**config.mk**
```make
export PLATFORM = sky130hd
export DESIGN_NAME = rect_fill_engine
export DESIGN_NICKNAME = d
export VERILOG_FILES = /design/src/rtl/rect_fill_engine.sv
export SDC_FILE = /design/constraint.sdc
export NUM_CORES = 1
export LEC_CHECK = 0
export ABC_CLOCK_PERIOD_IN_PS = 7700
export CAP_MARGIN = 40
export CORE_ASPECT_RATIO = 1.5
export CORE_MARGIN = 4
export CORE_UTILIZATION = 46
export CTS_CLUSTER_SIZE = 8
export DETAILED_ROUTE_END_ITERATION = 10
export PLACE_DENSITY = 0.88
export RECOVER_POWER = 50
export SETUP_SLACK_MARGIN = 0.4
export SLEW_MARGIN = 25
export SYNTH_ARGS = -nofsm -noshare
export SYNTH_HDL_FRONTEND = slang
export SYNTH_SLANG_ARGS = --single-unit
```
**constraint.sdc**
```tcl
create_clock -name clk -period 7.7 [get_ports clk]
set_input_delay 1.54 -clock clk [delete_from_list [all_inputs] [get_ports clk]]
set_output_delay 1.54 -clock clk [all_outputs]
set_load 0.05 [all_outputs]
```
**src/rtl/rect_fill_engine.sv**
```systemverilog
// -----------------------------------------------------------------------------
// rect_fill_engine
//
// Fills an axis-aligned framebuffer rectangle with one 24-bit colour by
// emitting masked 8-pixel write bursts: one address-FIFO push per chunk,
// followed by two 128-bit write-data beats (pixels 0-3, then pixels 4-7).
// The DDR2 request controller supplies the command code, so this block
// drives only the address, data and byte mask.
//
// Parameters:
//   FB_BASE       framebuffer base in 32-bit-pixel units (low 20 bits zero)
//
// Ports:
//   clk, rst                 CPU clock, synchronous active-high reset
//   rect_x0/x1, rect_y0/y1   inclusive rectangle bounds (10 bits each)
//   rect_color               fill colour {R,G,B}
//   rect_valid/rect_ready    command handshake; ready is high only when idle
//   af_full/af_wr_en         address FIFO back-pressure / push
//   af_addr_din              burst address FB_BASE | {row, chunk, 3'b000}
//   wdf_full/wdf_wr_en       write-data FIFO back-pressure / push
//   wdf_din                  write beat, four {8'h00, colour} pixels
//   wdf_mask_din             byte mask, 1 = byte not written
//
// Build option:
//   RECT_FILL_CLIP_EN        when defined, bounds are clipped to the
//                            800x600 visible screen at command accept.
// -----------------------------------------------------------------------------
module rect_fill_engine #(
    parameter logic [30:0] FB_BASE = 31'h0010_0000
) (
    input  logic         clk,
    input  logic         rst,
    input  logic [9:0]   rect_x0,
    input  logic [9:0]   rect_x1,
    input  logic [9:0]   rect_y0,
    input  logic [9:0]   rect_y1,
    input  logic [23:0]  rect_color,
    input  logic         rect_valid,
    output logic         rect_ready,
    input  logic         af_full,
    output logic         af_wr_en,
    output logic [30:0]  af_addr_din,
    input  logic         wdf_full,
    output logic         wdf_wr_en,
    output logic [127:0] wdf_din,
    output logic [15:0]  wdf_mask_din
);

    typedef enum logic [1:0] {
        S_IDLE = 2'd0,
        S_AF   = 2'd1,
        S_WD0  = 2'd2,
        S_WD1  = 2'd3
    } state_t;

    state_t r_state;
    state_t w_state_nxt;

    // Latched command
    logic [9:0]  r_x0;
    logic [9:0]  r_x1;
    logic [9:0]  r_y1;
    logic [23:0] r_color;

    // Walk position
    logic [6:0]  r_chunk;
    logic [9:0]  r_row;

    logic        w_accept;
    logic        w_empty;
    logic [9:0]  w_cx1;
    logic [9:0]  w_cy1;
    logic        w_wd_push;
    logic        w_last_chunk;
    logic        w_last_row;

    // Byte mask for one beat: a pixel nibble is written only when its column
    // falls inside [x0, x1]. Column = {chunk, beat, pixel index}.
    function automatic logic [15:0] beat_mask(
        input logic [6:0] chunk,
        input logic       beat,
        input logic [9:0] x0,
        input logic [9:0] x1
    );
        logic [9:0] px;
        beat_mask = 16'h0000;
        for (int i = 0; i < 4; i++) begin
            px = {chunk, beat, 2'(i)};
            if ((px < x0) || (px > x1)) begin
                beat_mask[4*i +: 4] = 4'hF;
            end
        end
    endfunction

    // Bound adjustment and emptiness test on the raw command inputs
    always_comb begin
        w_cx1   = rect_x1;
        w_cy1   = rect_y1;
        w_empty = (rect_x0 > rect_x1) || (rect_y0 > rect_y1);
`ifdef RECT_FILL_CLIP_EN
        if (rect_x1 > 10'd799) begin
            w_cx1 = 10'd799;
        end
        if (rect_y1 > 10'd599) begin
            w_cy1 = 10'd599;
        end
        // x0 beyond the clipped x1 also covers an origin off the screen
        w_empty = (rect_x0 > w_cx1) || (rect_y0 > w_cy1);
`endif
    end

    assign w_accept     = rect_valid && (r_state == S_IDLE);
    assign w_wd_push    = (r_state == S_WD1) && !wdf_full;
    assign w_last_chunk = (r_chunk == r_x1[9:3]);
    assign w_last_row   = (r_row == r_y1);

    // State register
    always_ff @(posedge clk) begin
        if (rst) begin
            r_state <= S_IDLE;
        end else begin
            r_state <= w_state_nxt;
        end
    end

    // Command latch and walk counters; meaningful only outside IDLE, so they
    // carry no reset.
    always_ff @(posedge clk) begin
        if (w_accept) begin
            r_x0    <= rect_x0;
            r_x1    <= w_cx1;
            r_y1    <= w_cy1;
            r_color <= rect_color;
            r_chunk <= rect_x0[9:3];
            r_row   <= rect_y0;
        end else if (w_wd_push) begin
            if (!w_last_chunk) begin
                r_chunk <= r_chunk + 7'd1;
            end else begin
                r_chunk <= r_x0[9:3];
                r_row   <= r_row + 10'd1;
            end
        end
    end

    // Next state and outputs
    always_comb begin
        w_state_nxt  = r_state;
        rect_ready   = 1'b0;
        af_wr_en     = 1'b0;
        af_addr_din  = 31'd0;
        wdf_wr_en    = 1'b0;
        wdf_din      = 128'd0;
        wdf_mask_din = 16'hFFFF;

        case (r_state)
            S_IDLE: begin
                rect_ready = 1'b1;
                if (rect_valid && !w_empty) begin
                    w_state_nxt = S_AF;
                end
            end
            S_AF: begin
                af_wr_en    = !af_full;
                af_addr_din = FB_BASE | {11'd0, r_row, r_chunk, 3'b000};
                if (!af_full) begin
                    w_state_nxt = S_WD0;
                end
            end
            S_WD0: begin
                wdf_wr_en    = !wdf_full;
                wdf_din      = {4{8'h00, r_color}};
                wdf_mask_din = beat_mask(r_chunk, 1'b0, r_x0, r_x1);
                if (!wdf_full) begin
                    w_state_nxt = S_WD1;
                end
            end
            S_WD1: begin
                wdf_wr_en    = !wdf_full;
                wdf_din      = {4{8'h00, r_color}};
                wdf_mask_din = beat_mask(r_chunk, 1'b1, r_x0, r_x1);
                if (!wdf_full) begin
                    if (w_last_chunk && w_last_row) begin
                        w_state_nxt = S_IDLE;
                    end else begin
                        w_state_nxt = S_AF;
                    end
                end
            end
            default: begin
                w_state_nxt = S_IDLE;
            end
        endcase
    end

endmodule

```
* Word-level counts from Yosys, hierarchy flattened
Index checks and enable logic that the tools add are counted.
** Word-level totals
- Output and inout port bits :: 178
- Logic and storage cells :: 84
- Input bits :: 69
- Bits in registers :: 73
** Operators by class
- Add/subtract/negate cells :: 2
- Order comparisons :: 18
- Mux-type cells :: 26
- Reduce and logical (&&, ||, !) cells :: 22
- Equality and inequality tests :: 9
** Operators by type and width (count)
- $mux 120 :: 1
- $gt 10x10->1 :: 10
- $lt 10x10->1 :: 8
- $mux 4 :: 8
- $pmux 16 s2 :: 1
- $mux 10 :: 3
- $mux 21 :: 1
- $mux 7 :: 3
- $add 10x1->10 const B :: 1
- $eq 10x10->1 :: 1
- $logic_or 1x1->1 :: 9
- $mux 2 :: 4
- $pmux 2 s4 :: 1
- $add 7x1->7 const B :: 1
- $eq 7x7->1 :: 1
- $ne 2x2->1 const B :: 3
- $eq 2x2->1 const B :: 2
- $logic_and 1x1->1 :: 4
- $mux 1 :: 4
- $reduce_and 4->1 :: 1
- $reduce_bool 2->1 :: 2
- $logic_not 1->1 :: 3
- $eq 2x1->1 const B :: 1
- $logic_not 2->1 :: 1
- 3 further kinds :: 3

* Depth between registers and ports, before layout
- Depth in word-level cells :: 6
- Gate-level depth with buffers :: 10
- Mapped depth without buffers :: 8

* Worst setup path before layout
No wires, ideal clock.
- Kind :: register to output
- Start point :: reg r_chunk[4]
- End point :: out wdf_mask_din[5]
- Setup slack :: 3.100 ns
- Buffers on the path :: 2
- Arrival time :: 3.060 ns
- Cell stages (with the launch flop) :: 9
- Data required time :: 6.160 ns
- Path through :: edfxtp_1 ha_1 nand4_2 or3_1 buf_6 o41a_1 o211a_1 o2bb2ai_1 buf_4
** On the way
- Cells in the longest elaborated chain, start to end :: 4
- Elaborated cells between the ends (all ways) :: 9
- Classes of those cells :: 4 x order compare; 3 x mux; 2 x reduce/logical
** Ends and longest elaborated chain
- from (decl) :: RTL line 66 : logic [6:0] r_chunk;
- from (signal assigned) :: RTL line 134 : r_chunk <= rect_x0[9:3];
- from (signal assigned) :: RTL line 138 : r_chunk <= r_chunk + 7'd1;
- from (signal assigned) :: RTL line 140 : r_chunk <= r_x0[9:3];
- $lt 10x10->1 or $gt 10x10->1 (tied branches) :: RTL line 89 : if ((px < x0) || (px > x1)) begin
- $logic_or 1x1->1 :: RTL line 89
- $mux 4 :: RTL line 89
- $pmux 16 s2 (*) :: RTL line 156 : case (r_state)
- to (decl) :: RTL line 46 : output logic [15:0] wdf_mask_din
Every way passes the cells marked *; elsewhere a longest branch is shown, timed or not.

* Final worst setup path
- Start point :: in rect_valid
- End point :: reg r_chunk[5], data pin
** On the way
- Cells in the longest elaborated chain, start to end :: 2
** Ends and longest elaborated chain
- from (decl) :: RTL line 38 : input logic rect_valid,
- $logic_and 1x1->1 :: RTL line 112 : assign w_accept = rect_valid && (r_state == S_IDLE);
- $mux 7 :: RTL line 129 : if (w_accept) begin
Every way passes these cells.
A chain may end at the register's enable or synchronous reset.

==> metrics.txt <==
switch share 48.1%; Max-cap violations 1; total of warnings raised by yosys 0; Worst setup endpoint r_chunk[5]; ys async rst share 0%; Unique masters post-synth 48; reg2reg end r_chunk[5]; Via Count 4075; Setup Crit Path Kind primary input to flip-flop; unrepaired setup endpoints after global routing no; commonest non-fill, non-tap cell in the layout clkdlybuf4s50_1; Setup TNS 0 ns; power per cell area 360 nW/um2; DRT antenna net count 0; Worst Path Arrival 5.36 ns; startpoint types primary input; clk sink count 73; post-route insts no fill 815; clk_skew 0.00628 ns; DRT iter0 DRCs 242; wire length on met2 7530 um; Worst-path clk slew 0.06 ns; Int Pwr 1310 uW; most frequent cells in the layout clkdlybuf4s50_1 (145), edfxtp_1 (71), dlygate4sd3_1 (56); Worst Hold Class flip-flop to flip-flop; GRT Overall Usage 20.4%; Die H 140 um; met3 WL post-DR 1340 um; min Tclk post-route 5.39 ns; Rel. slew slack -80.5%; # resized after CTS 0; combinational fraction of design power 55.9%; Flop pwr share 27.6%; dominant cell type by area after synthesis edfxtp_1; status finished with violations; EDFF count, synth 71; CP max FO 56; Starting Density 47.6%; Inst Count DP 796; Final Hold Vio Count 0; Die ar. 13400 um2; CTS H-tree depth 3; top_reg_cell synth edfxtp_1; uppermost layer routed met4; Root Driver clkbuf_16; Synth top area share 40.1%; WL/cell 17.0 um; via count of the first global-routing pass 4195; Worst-Skew Late Latency 0.34 ns; CTS tree built; failing checks max-capacitance violations, max-slew violations; initial antenna violation count 2; Clock Power Share 16.5%; Critical Path End Type flip-flop; sequential area share after synthesis 40.8%; layout cells sized above 1 3.00%; fin. max-slew vios 57; row cnt 47; worst r2r src r_state[0]; Placement Setup Slack 2.66 ns; NumNets Final 772; Area growth syn-to-layout 31.4%; CTS Buf Count 9; final worst path period share 70.1%; I/O pin cnt 247; pin count of the biggest net entering global routing 57; Detailed Routing Iterations Pass 1 4; CP startpoint rect_valid; Mean Syn Cell Area 9.82 um2; Metal-1 WL 4340 um; drc violations 0; CP required 7.67 ns; Buffers on Ports 201; final worst slack 2.31 ns; Final Cell Area 6990 um2; most area-consuming cells after synthesis edfxtp_1 (40%), buf_4 (18%), ha_1 (9.9%); mapped cell area 5320 um2; Slew @ Worst Pin 2.71 ns; maximum clock path buffer count 2; R2R Setup Slk 3.31 ns; P_leak 0.00278 uW; cell area after placement 6690 um2; Post-Route Utilization 62.6%; final wirelength 13800 um; maximum VDD drop 0.255 mV; Die Wd 95.8 um; hold-fix buffers at CTS 0; gr ovfl total 0; DPL Wire Length 11200 um; Core Box Area 11200 um2; Yosys reg bits 73; Fmax achieved 0.185 GHz; postcts setup bufs 0; first-pass GRT wire length 20900 um; Final setup viols 0; Synth Instances 542; Via density 5.00; worst r2r path cells 6; switching power 1210 uW; RePlAce Congestion 0.894
cells by family after synthesis:
kind of cell,after synthesis,share of synthesized area [%]
buffers and inverters,185,22.3
and+or+nand+nor,136,13.2
AOI/OAI and AO/OA,81,9.73
DFF,73,40.8
adders and majority gates,42,9.88
xor gates and xnor gates,23,3.79
other,1,0.0705
muxes,1,0.188
power groups by stage:
| stage | clock (uW) | sequential (uW) | combinational [uW] |
|---|---|---|---|
| 3_5_place_dp | 0 | 693 | 1410 |
| 3_3_place_gp | 0 | 684 | 1380 |
| 2_1_floorplan | 0 | 666 | 1100 |
| 4_1_cts | 424 | 686 | 1420 |
| 5_1_grt | 440 | 709 | 1510 |
| 6_report | 416 | 695 | 1410 |
Yosys cell counts (all sizes together) (2+ instances only):
cell	count
edfxtp	71
and2	17
clkbuf	10
a21o	4
nand2b	3
nand3	14
o22ai	2
a21oi	18
dfxtp	2
nor2b	26
nor3	5
o2bb2ai	2
xor2	11
nor2	19
o311ai	2
o31ai	3
buf	131
o21ai	29
a211o	2
and3	5
inv	44
ha	42
nand4	8
o221ai	2
o21a	3
nor4	2
xnor2	12
a211oi	4
nand2	34
layout make-up:
class                           instances  area, um2
Fill cell                             890       4180
Sequential cell                        73       2170
Multi-Input combinational cell        328       2130
Timing Repair Buffer                  205       2040
Clock buffer                            9        225
Tap cell                              147        184
Inverter                               44        165
Clock inverter                          7       70.1
Antenna cell                            2       5.00
layer usage:
| metal | up-vias | track usage [%] |
|---|---|---|
| met3 | 39 | 6.43 |
| met4 | 0 | 11.3 |
| met2 | 229 | 39.1 |
| li1 | 1925 | - |
| met1 | 1882 | 17.7 |
| met5 | - | 0 |
worst max-delay path, stage by stage:
cell           delay (ns)
dlygate4sd3_1        0.59
nand2_1              0.19
inv_1                0.63
clkbuf_1             1.98
o21ai_0              0.41
state kept, by name (all words and copies together) (netlist names):
name,cells
r_color,24
r_row,10
r_x0,10
r_x1,10
r_y1,10
r_chunk,7
r_state,2
through the flow:
stage               total power [uW]  hold slack (ns)
CTS                             2530            0.564
detailed placement              2100            0.555
finish                          2520            0.562
global route                    2650            0.598
global placement                2060            0.512
floorplan                       1770            0.493
worst min-delay path by stage:
stage | start | depth (start not counted) | endpoint
2_1_floorplan | r_state[1] | 2 | r_state[1]
3_3_place_gp | r_state[1] | 2 | r_state[1]
3_5_place_dp | r_state[1] | 2 | r_state[1]
4_1_cts | r_state[1] | 2 | r_state[1]
5_1_grt | r_state[1] | 2 | r_state[1]
6_report | r_state[1] | 2 | r_state[1]
(Power assumes the default switching activity.)
